--- config.mk ---
export PLATFORM = sky130hd
export DESIGN_NAME = stopwatch_ctrl
export DESIGN_NICKNAME = d
export VERILOG_FILES = /design/src/rtl/stopwatch_pkg.sv /design/src/rtl/btn_debounce.sv /design/src/rtl/stopwatch_ctrl.sv
export SDC_FILE = /design/constraint.sdc
export NUM_CORES = 1
export LEC_CHECK = 0
export ABC_AREA = 1
export CAP_MARGIN = 20
export CORE_MARGIN = 2
export CORE_UTILIZATION = 63
export CTS_BUF_LIST = sky130_fd_sc_hd__clkbuf_8
export DETAILED_ROUTE_END_ITERATION = 6
export PLACE_DENSITY_LB_ADDON = 0.1
export SLEW_MARGIN = 20
export SYNTH_ARGS = -nofsm -noshare
export SYNTH_HDL_FRONTEND = slang
export SYNTH_SLANG_ARGS = --single-unit
--- constraint.sdc ---
create_clock -name clk -period 2 [get_ports clk]
set_input_delay 0.2 -clock clk [delete_from_list [all_inputs] [get_ports clk]]
set_output_delay 0.2 -clock clk [all_outputs]
set_load 0.02 [all_outputs]
--- src/rtl/stopwatch_pkg.sv ---
// Shared state encoding and transition helper for the stopwatch controller.
package stopwatch_pkg;

    typedef enum logic [1:0] {
        ST_IDLE   = 2'd0,
        ST_RUN    = 2'd1,
        ST_PAUSE  = 2'd2,
        ST_ADJUST = 2'd3
    } state_t;

    // Where a pause/resume press takes the FSM; ADJUST ignores it.
    function automatic state_t pause_next(input state_t s);
        case (s)
            ST_IDLE:  return ST_RUN;
            ST_RUN:   return ST_PAUSE;
            ST_PAUSE: return ST_RUN;
            default:  return s;
        endcase
    endfunction

endpackage

--- src/rtl/btn_debounce.sv ---
// Two-flop synchroniser, stability counter and one-cycle press pulse for a raw button.
module btn_debounce #(
    parameter int DB_CYCLES = 1000000
) (
    input  logic clk,
    input  logic rst_n,
    input  logic raw,
    output logic press
);

    localparam int CW = $clog2(DB_CYCLES + 1);

    logic          sync1;
    logic          sync2;
    logic [CW-1:0] cnt;

    // The counter saturates at DB_CYCLES so a held button fires exactly once.
    always_ff @(posedge clk or negedge rst_n) begin
        if (!rst_n) begin
            sync1 <= 1'b0;
            sync2 <= 1'b0;
            cnt   <= '0;
            press <= 1'b0;
        end else begin
            sync1 <= raw;
            sync2 <= sync1;
            if (!sync2) begin
                cnt <= '0;
            end else if (cnt != CW'(DB_CYCLES)) begin
                cnt <= cnt + 1'b1;
            end
            press <= sync2 && (cnt == CW'(DB_CYCLES - 1));
        end
    end

endmodule

--- src/rtl/stopwatch_ctrl.sv ---
// Stopwatch control FSM: debounced buttons, 1 Hz count divider, 2 Hz adjust/blink divider.
// Optional lap/display-hold feature enabled by defining STOPWATCH_CTRL_LAP_EN.
module stopwatch_ctrl
    import stopwatch_pkg::*;
#(
    parameter int DIV_1HZ   = 100000000,
    parameter int DIV_2HZ   = 50000000,
    parameter int DB_CYCLES = 1000000
) (
    input  logic       clk,
    input  logic       rst_n,
    input  logic       btn_pause,
    input  logic       btn_clr,
`ifdef STOPWATCH_CTRL_LAP_EN
    input  logic       btn_lap,
`endif
    input  logic [1:0] sw,
    output logic       cnt_en,
    output logic       adj_en,
    output logic       adj_sel,
    output logic       cnt_clr,
    output logic       blink,
    output logic [1:0] state
`ifdef STOPWATCH_CTRL_LAP_EN
    ,
    output logic       disp_hold
`endif
);

    localparam int W1 = $clog2(DIV_1HZ) + 1;
    localparam int W2 = $clog2(DIV_2HZ) + 1;

    logic          pause_ev;
    logic          clr_ev;
    logic [1:0]    sw_s1;
    logic [1:0]    sw_s2;
    state_t        st;
    logic [W1-1:0] div1;
    logic [W2-1:0] div2;

    btn_debounce #(.DB_CYCLES(DB_CYCLES)) u_db_pause (
        .clk   (clk),
        .rst_n (rst_n),
        .raw   (btn_pause),
        .press (pause_ev)
    );

    btn_debounce #(.DB_CYCLES(DB_CYCLES)) u_db_clr (
        .clk   (clk),
        .rst_n (rst_n),
        .raw   (btn_clr),
        .press (clr_ev)
    );

    logic adj_req;
    logic adj_entry;
    logic adj_exit;
    logic stay_run;
    logic stay_adj;

    // ADJUST entry outranks every press; clear outranks pause.
    assign adj_req   = sw_s2[0];
    assign adj_entry = adj_req && (st != ST_ADJUST);
    assign adj_exit  = !adj_req && (st == ST_ADJUST);
    assign stay_run  = (st == ST_RUN) && !adj_entry && !clr_ev && !pause_ev;
    assign stay_adj  = (st == ST_ADJUST) && adj_req;

    always_ff @(posedge clk or negedge rst_n) begin
        if (!rst_n) begin
            st      <= ST_IDLE;
            sw_s1   <= '0;
            sw_s2   <= '0;
            div1    <= '0;
            div2    <= '0;
            cnt_en  <= 1'b0;
            adj_en  <= 1'b0;
            cnt_clr <= 1'b0;
            blink   <= 1'b0;
            adj_sel <= 1'b0;
        end else begin
            sw_s1   <= sw;
            sw_s2   <= sw_s1;
            adj_sel <= sw_s2[1];
            cnt_en  <= 1'b0;
            adj_en  <= 1'b0;
            cnt_clr <= clr_ev && !adj_entry;

            if (adj_entry) begin
                st    <= ST_ADJUST;
                div1  <= '0;
                div2  <= '0;
                blink <= 1'b0;
            end else if (adj_exit) begin
                st    <= ST_PAUSE;
                div2  <= '0;
                blink <= 1'b0;
                if (clr_ev) begin
                    div1 <= '0;
                end
            end else if (clr_ev) begin
                div1 <= '0;
                if (st == ST_RUN) begin
                    st <= ST_IDLE;
                end
            end else if (pause_ev) begin
                st <= pause_next(st);
            end

            // Counting is suppressed on the cycle RUN is left, so cnt_en stays inside RUN.
            if (stay_run) begin
                if (div1 == W1'(DIV_1HZ - 1)) begin
                    div1   <= '0;
                    cnt_en <= 1'b1;
                end else begin
                    div1 <= div1 + 1'b1;
                end
            end

            if (stay_adj) begin
                if (div2 == W2'(DIV_2HZ - 1)) begin
                    div2   <= '0;
                    adj_en <= 1'b1;
                    blink  <= ~blink;
                end else begin
                    div2 <= div2 + 1'b1;
                end
            end
        end
    end

    assign state = st;

`ifdef STOPWATCH_CTRL_LAP_EN
    logic lap_ev;

    btn_debounce #(.DB_CYCLES(DB_CYCLES)) u_db_lap (
        .clk   (clk),
        .rst_n (rst_n),
        .raw   (btn_lap),
        .press (lap_ev)
    );

    // Hold drops whenever the FSM is not staying in RUN, which covers clear and exit.
    always_ff @(posedge clk or negedge rst_n) begin
        if (!rst_n) begin
            disp_hold <= 1'b0;
        end else if (!stay_run) begin
            disp_hold <= 1'b0;
        end else if (lap_ev) begin
            disp_hold <= ~disp_hold;
        end
    end
`endif

endmodule
==> impl_metrics.json, run 1 <==
{
  "status": "finished, final reports clean",
  "clkTransAtPathRegs_ns": 0.10,
  "fin_area_mm2": 0.007121,
  "rows": 37,
  "ir_drop_mv": 0.5846,
  "clkSinkCount": 112,
  "io_pins": 13,
  "clockBufferDepth": 2,
  "synth_cell_types": 35,
  "worstPathArrival_ns": 1.54,
  "worst_clock_skew_ns": 0.01120,
  "grt_usage_pct": 27.75,
  "crit_chain": "clkdlybuf4s50_1",
  "rsz0062_at_grt": "false",
  "finalSetupViolCount": 0,
  "clock-root-buffer": "clkbuf_8",
  "cp_num_buf_inv": 1,
  "p_total_mw": 4.474,
  "nets": 990,
  "n_fill_cell": 899,
  "grt_pass1_vias": 5782,
  "fmaxAchievable_ghz": 0.5750,
  "synth_edf_count": 0,
  "maxSlewHeadroom_pct": 66.40,
  "core-area_mm2": 0.01028,
  "dpl_cell_area_mm2": 0.006908,
  "gp_congestion": 0.9092,
  "slowest_stage": "clkdlybuf4s50_1",
  "yosys.area.top_type": "dfrtp_1",
  "drt_iter0_markers": 332,
  "yosysSeqAreaShare_pct": 42.35,
  "crit_family": "buffers and inverters",
  "worstSetupPathType": "flip-flop to output pin",
  "die_area_mm2": 0.01134,
  "cts-buffers-inserted": 9,
  "fin_crit_sh_pct": 86.96,
  "initial_utilization_pct": 64.39,
  "end_kind": "output pin",
  "postRouteWirelength_um": 14610,
  "drtPass1Iterations": 5,
  "regArea_mm2": 0.002803,
  "via_count": 6008,
  "synth_area_leaders": "dfrtp_1 (42%), nand2_1 (15%), nor2_1 (9.7%)",
  "die_height_um": 106.5,
  "io_buffers": 12,
  "via_per_inst": 5.393,
  "yosys.area.top_type_share_pct": 42.35,
  "fin_tns_setup_ns": 0,
  "syn-num-nets": 968,
  "slowest_delay_ns": 0.68,
  "setup.worst_path.start_class": "flip-flop",
  "crit_path_max_fanout": 6,
  "hold_class": "input pin to flip-flop",
  "syn_to_final_growth_pct": 7.601,
  "worst_pin_slew_ns": 0.5040,
  "synth-seq-cells": 112,
  "multi_input_area_mm2": 0.003257,
  "htree_levels": 3,
  "leakagePower_nw": 3.180,
  "netlist_instances": 952,
  "drc": 0,
  "clkLatencyLatePin_ns": 0.39,
  "wl_per_cell_um": 13.11,
  "cts_tree": "done",
  "antenna_found_initial": 0,
  "ys.flop_type": "dfrtp_1",
  "avgSynthCellArea_um2": 6.951,
  "ys_async_sr_fraction_pct": 100.0,
  "ant_nets": 0,
  "maxSlewViolCount": 0,
  "period_minus_slack_ns": 1.739,
  "drive_above_1_share_pct": 5.112,
  "ys_warn_count": 0,
  "dpl.hpwl_um": 10790,
  "drv_cap": 0,
  "grt_pass1_wl_um": 25550,
  "antenna_cells": 0,
  "power_density_mw_per_mm2": 628.3,
  "required_ns": 1.80,
  "hold_viol": 0,
  "dieWidth_um": 106.5,
  "grt_max_degree": 52,
  "overflow": 0,
  "syn_area_mm2": 0.006618
}
-- metrics by stage --
step / worst slack (ns) / cells / hold slack (ns) / utilization [%]
2_1_floorplan: 0.2556 / 952 / -0.09559 / -
3_3_place_gp: 0.2775 / 1097 / 0.2000 / 67.21
3_5_place_dp: 0.1468 / 1097 / 0.2025 / 67.21
4_1_cts: 0.1134 / 1113 / 0.2160 / 69.07
5_1_grt: 0.05054 / 1114 / 0.2275 / 69.28
6_report: 0.2608 / 1114 / 0.2322 / 69.28
-- path summary, 6_finish.rpt --
| check | to | depth (start not counted) | slack (ns) | from |
|---|---|---|---|---|
| setup / recovery | state[0] | 1 | 0.26 | state[0] |
| hold / removal | u_db_pause.sync1 | 1 | 0.23 | btn_pause |
| setup reg to reg | u_db_pause.cnt[18] | 8 | 0.27 | u_db_pause.cnt[0] |
| hold reg to reg | u_db_clr.sync2 | 0 | 0.36 | u_db_clr.sync1 |
| max in group asynchronous | u_db_clr.cnt[17] | 3 | 0.97 | rst_n |
| min in group asynchronous | u_db_pause.cnt[0] | 2 | 0.32 | rst_n |
-- routing by layer --
layer	global-route usage, %	share of wire, %	routed length, um	up-vias
met5	0	0	0	-
met4	8.163	1.6	235	0
met3	6.376	5.2	765	31
met2	45.74	48	6952	153
met1	36.85	46	6652	2784
li1	-	-	-	3040
-- final cells by class --
| type | count | share of cell area (%) |
|---|---|---|
| clock buffer | 10 | 1.933 |
| clock inverter | 5 | 0.5974 |
| inverter | 130 | 6.888 |
| multi-input combinational | 699 | 45.74 |
| sequential | 112 | 39.36 |
| tap | 136 | 2.390 |
| timing repair buffer | 22 | 3.093 |
-- flip-flops by register name (all words and copies together) (netlist names) --
register / count
div1: 28
adj_sel: 1
state: 2
u_db_pause.sync1: 1
adj_en: 1
u_db_clr.press: 1
cnt_en: 1
cnt_clr: 1
u_db_clr.sync1: 1
u_db_clr.cnt: 20
u_db_pause.cnt: 20
sw_s2: 2
u_db_pause.press: 1
u_db_pause.sync2: 1
sw_s1: 2
div2: 27
u_db_clr.sync2: 1
blink: 1
-- cells in the final DEF (no fill, tap or decap), types with 2 or more instances in the layout --
| cell type | n |
|---|---|
| a21oi_1 | 17 |
| and2_1 | 4 |
| buf_12 | 2 |
| buf_4 | 8 |
| clkbuf_8 | 10 |
| clkdlybuf4s50_1 | 11 |
| clkinv_4 | 3 |
| dfrtp_1 | 112 |
| ha_1 | 10 |
| inv_1 | 127 |
| nand2_1 | 268 |
| nand2_2 | 4 |
| nand3_1 | 80 |
| nand3_2 | 2 |
| nand3b_1 | 2 |
| nand4_1 | 30 |
| nor2_1 | 171 |
| nor2_2 | 8 |
| nor2_4 | 4 |
| nor3_1 | 19 |
| nor3_2 | 2 |
| o21ai_0 | 42 |
| o22ai_1 | 4 |
| xnor2_1 | 3 |
| xor2_1 | 19 |
-- power by group --
part           switching [mW]  internal (mW)  total (mW)
Sequential             0.0722           2.33        2.40
Clock                   0.779          0.494        1.27
Combinational           0.560          0.242       0.802
Total                    1.41           3.06        4.47
-- cells in the mapped netlist (2+ instances only) --
| master | n |
|---|---|
| xnor2_1 | 3 |
| inv_1 | 127 |
| nand3_2 | 2 |
| and2_1 | 4 |
| xor2_1 | 19 |
| nand4_1 | 30 |
| o21ai_0 | 42 |
| nor3_1 | 19 |
| clkbuf_1 | 3 |
| dfrtp_1 | 112 |
| nor3_2 | 2 |
| inv_2 | 2 |
| nand2_1 | 268 |
| nand3b_1 | 2 |
| o22ai_1 | 4 |
| nor2_4 | 4 |
| nor2_2 | 8 |
| nand3_1 | 80 |
| nand2_2 | 4 |
| ha_1 | 10 |
| buf_2 | 5 |
| nor2_1 | 171 |
| buf_6 | 3 |
| a21oi_1 | 17 |
-- what timing repair did --
| item | in CTS | in global routing |
|---|---|---|
| hold endpoints to repair | 36 | 0 |
| setup endpoints to repair | 0 | 13 |
| setup buffers | 0 | 1 |
| hold buffers | 1 | 0 |
| resized for setup | 0 | 2 |
-- logic make-up (layout without fill, tap and decap cells) --
logic type	count (synthesis)	after routing	share of synthesized area [%]
simple gates	599	599	38.87
buf+inv	141	167	8.433
flops	112	112	42.35
compound gates	68	68	5.540
xor+xnor	22	22	2.912
fa+ha+maj	10	10	1.891
Power figures use the tool's default switching activity.
==> inputs of run 2 (changes only) <==
--- a/config.mk
+++ b/config.mk
@@ -12,6 +12,7 @@
 export CTS_BUF_LIST = sky130_fd_sc_hd__clkbuf_8
 export DETAILED_ROUTE_END_ITERATION = 6
 export PLACE_DENSITY_LB_ADDON = 0.1
+export SKIP_LAST_GASP = 1
 export SLEW_MARGIN = 20
 export SYNTH_ARGS = -nofsm -noshare
 export SYNTH_HDL_FRONTEND = slang
==> results of run 2 <==
No change in the layout: final DEF, timing and power equal those of run 1.
==> inputs of run 3 (changes only) <==
--- a/config.mk
+++ b/config.mk
@@ -6,7 +6,6 @@
 export NUM_CORES = 1
 export LEC_CHECK = 0
 export ABC_AREA = 1
-export CAP_MARGIN = 20
 export CORE_MARGIN = 2
 export CORE_UTILIZATION = 63
 export CTS_BUF_LIST = sky130_fd_sc_hd__clkbuf_8
==> results of run 3 <==
No change in the layout: final DEF, timing and power equal those of run 1.
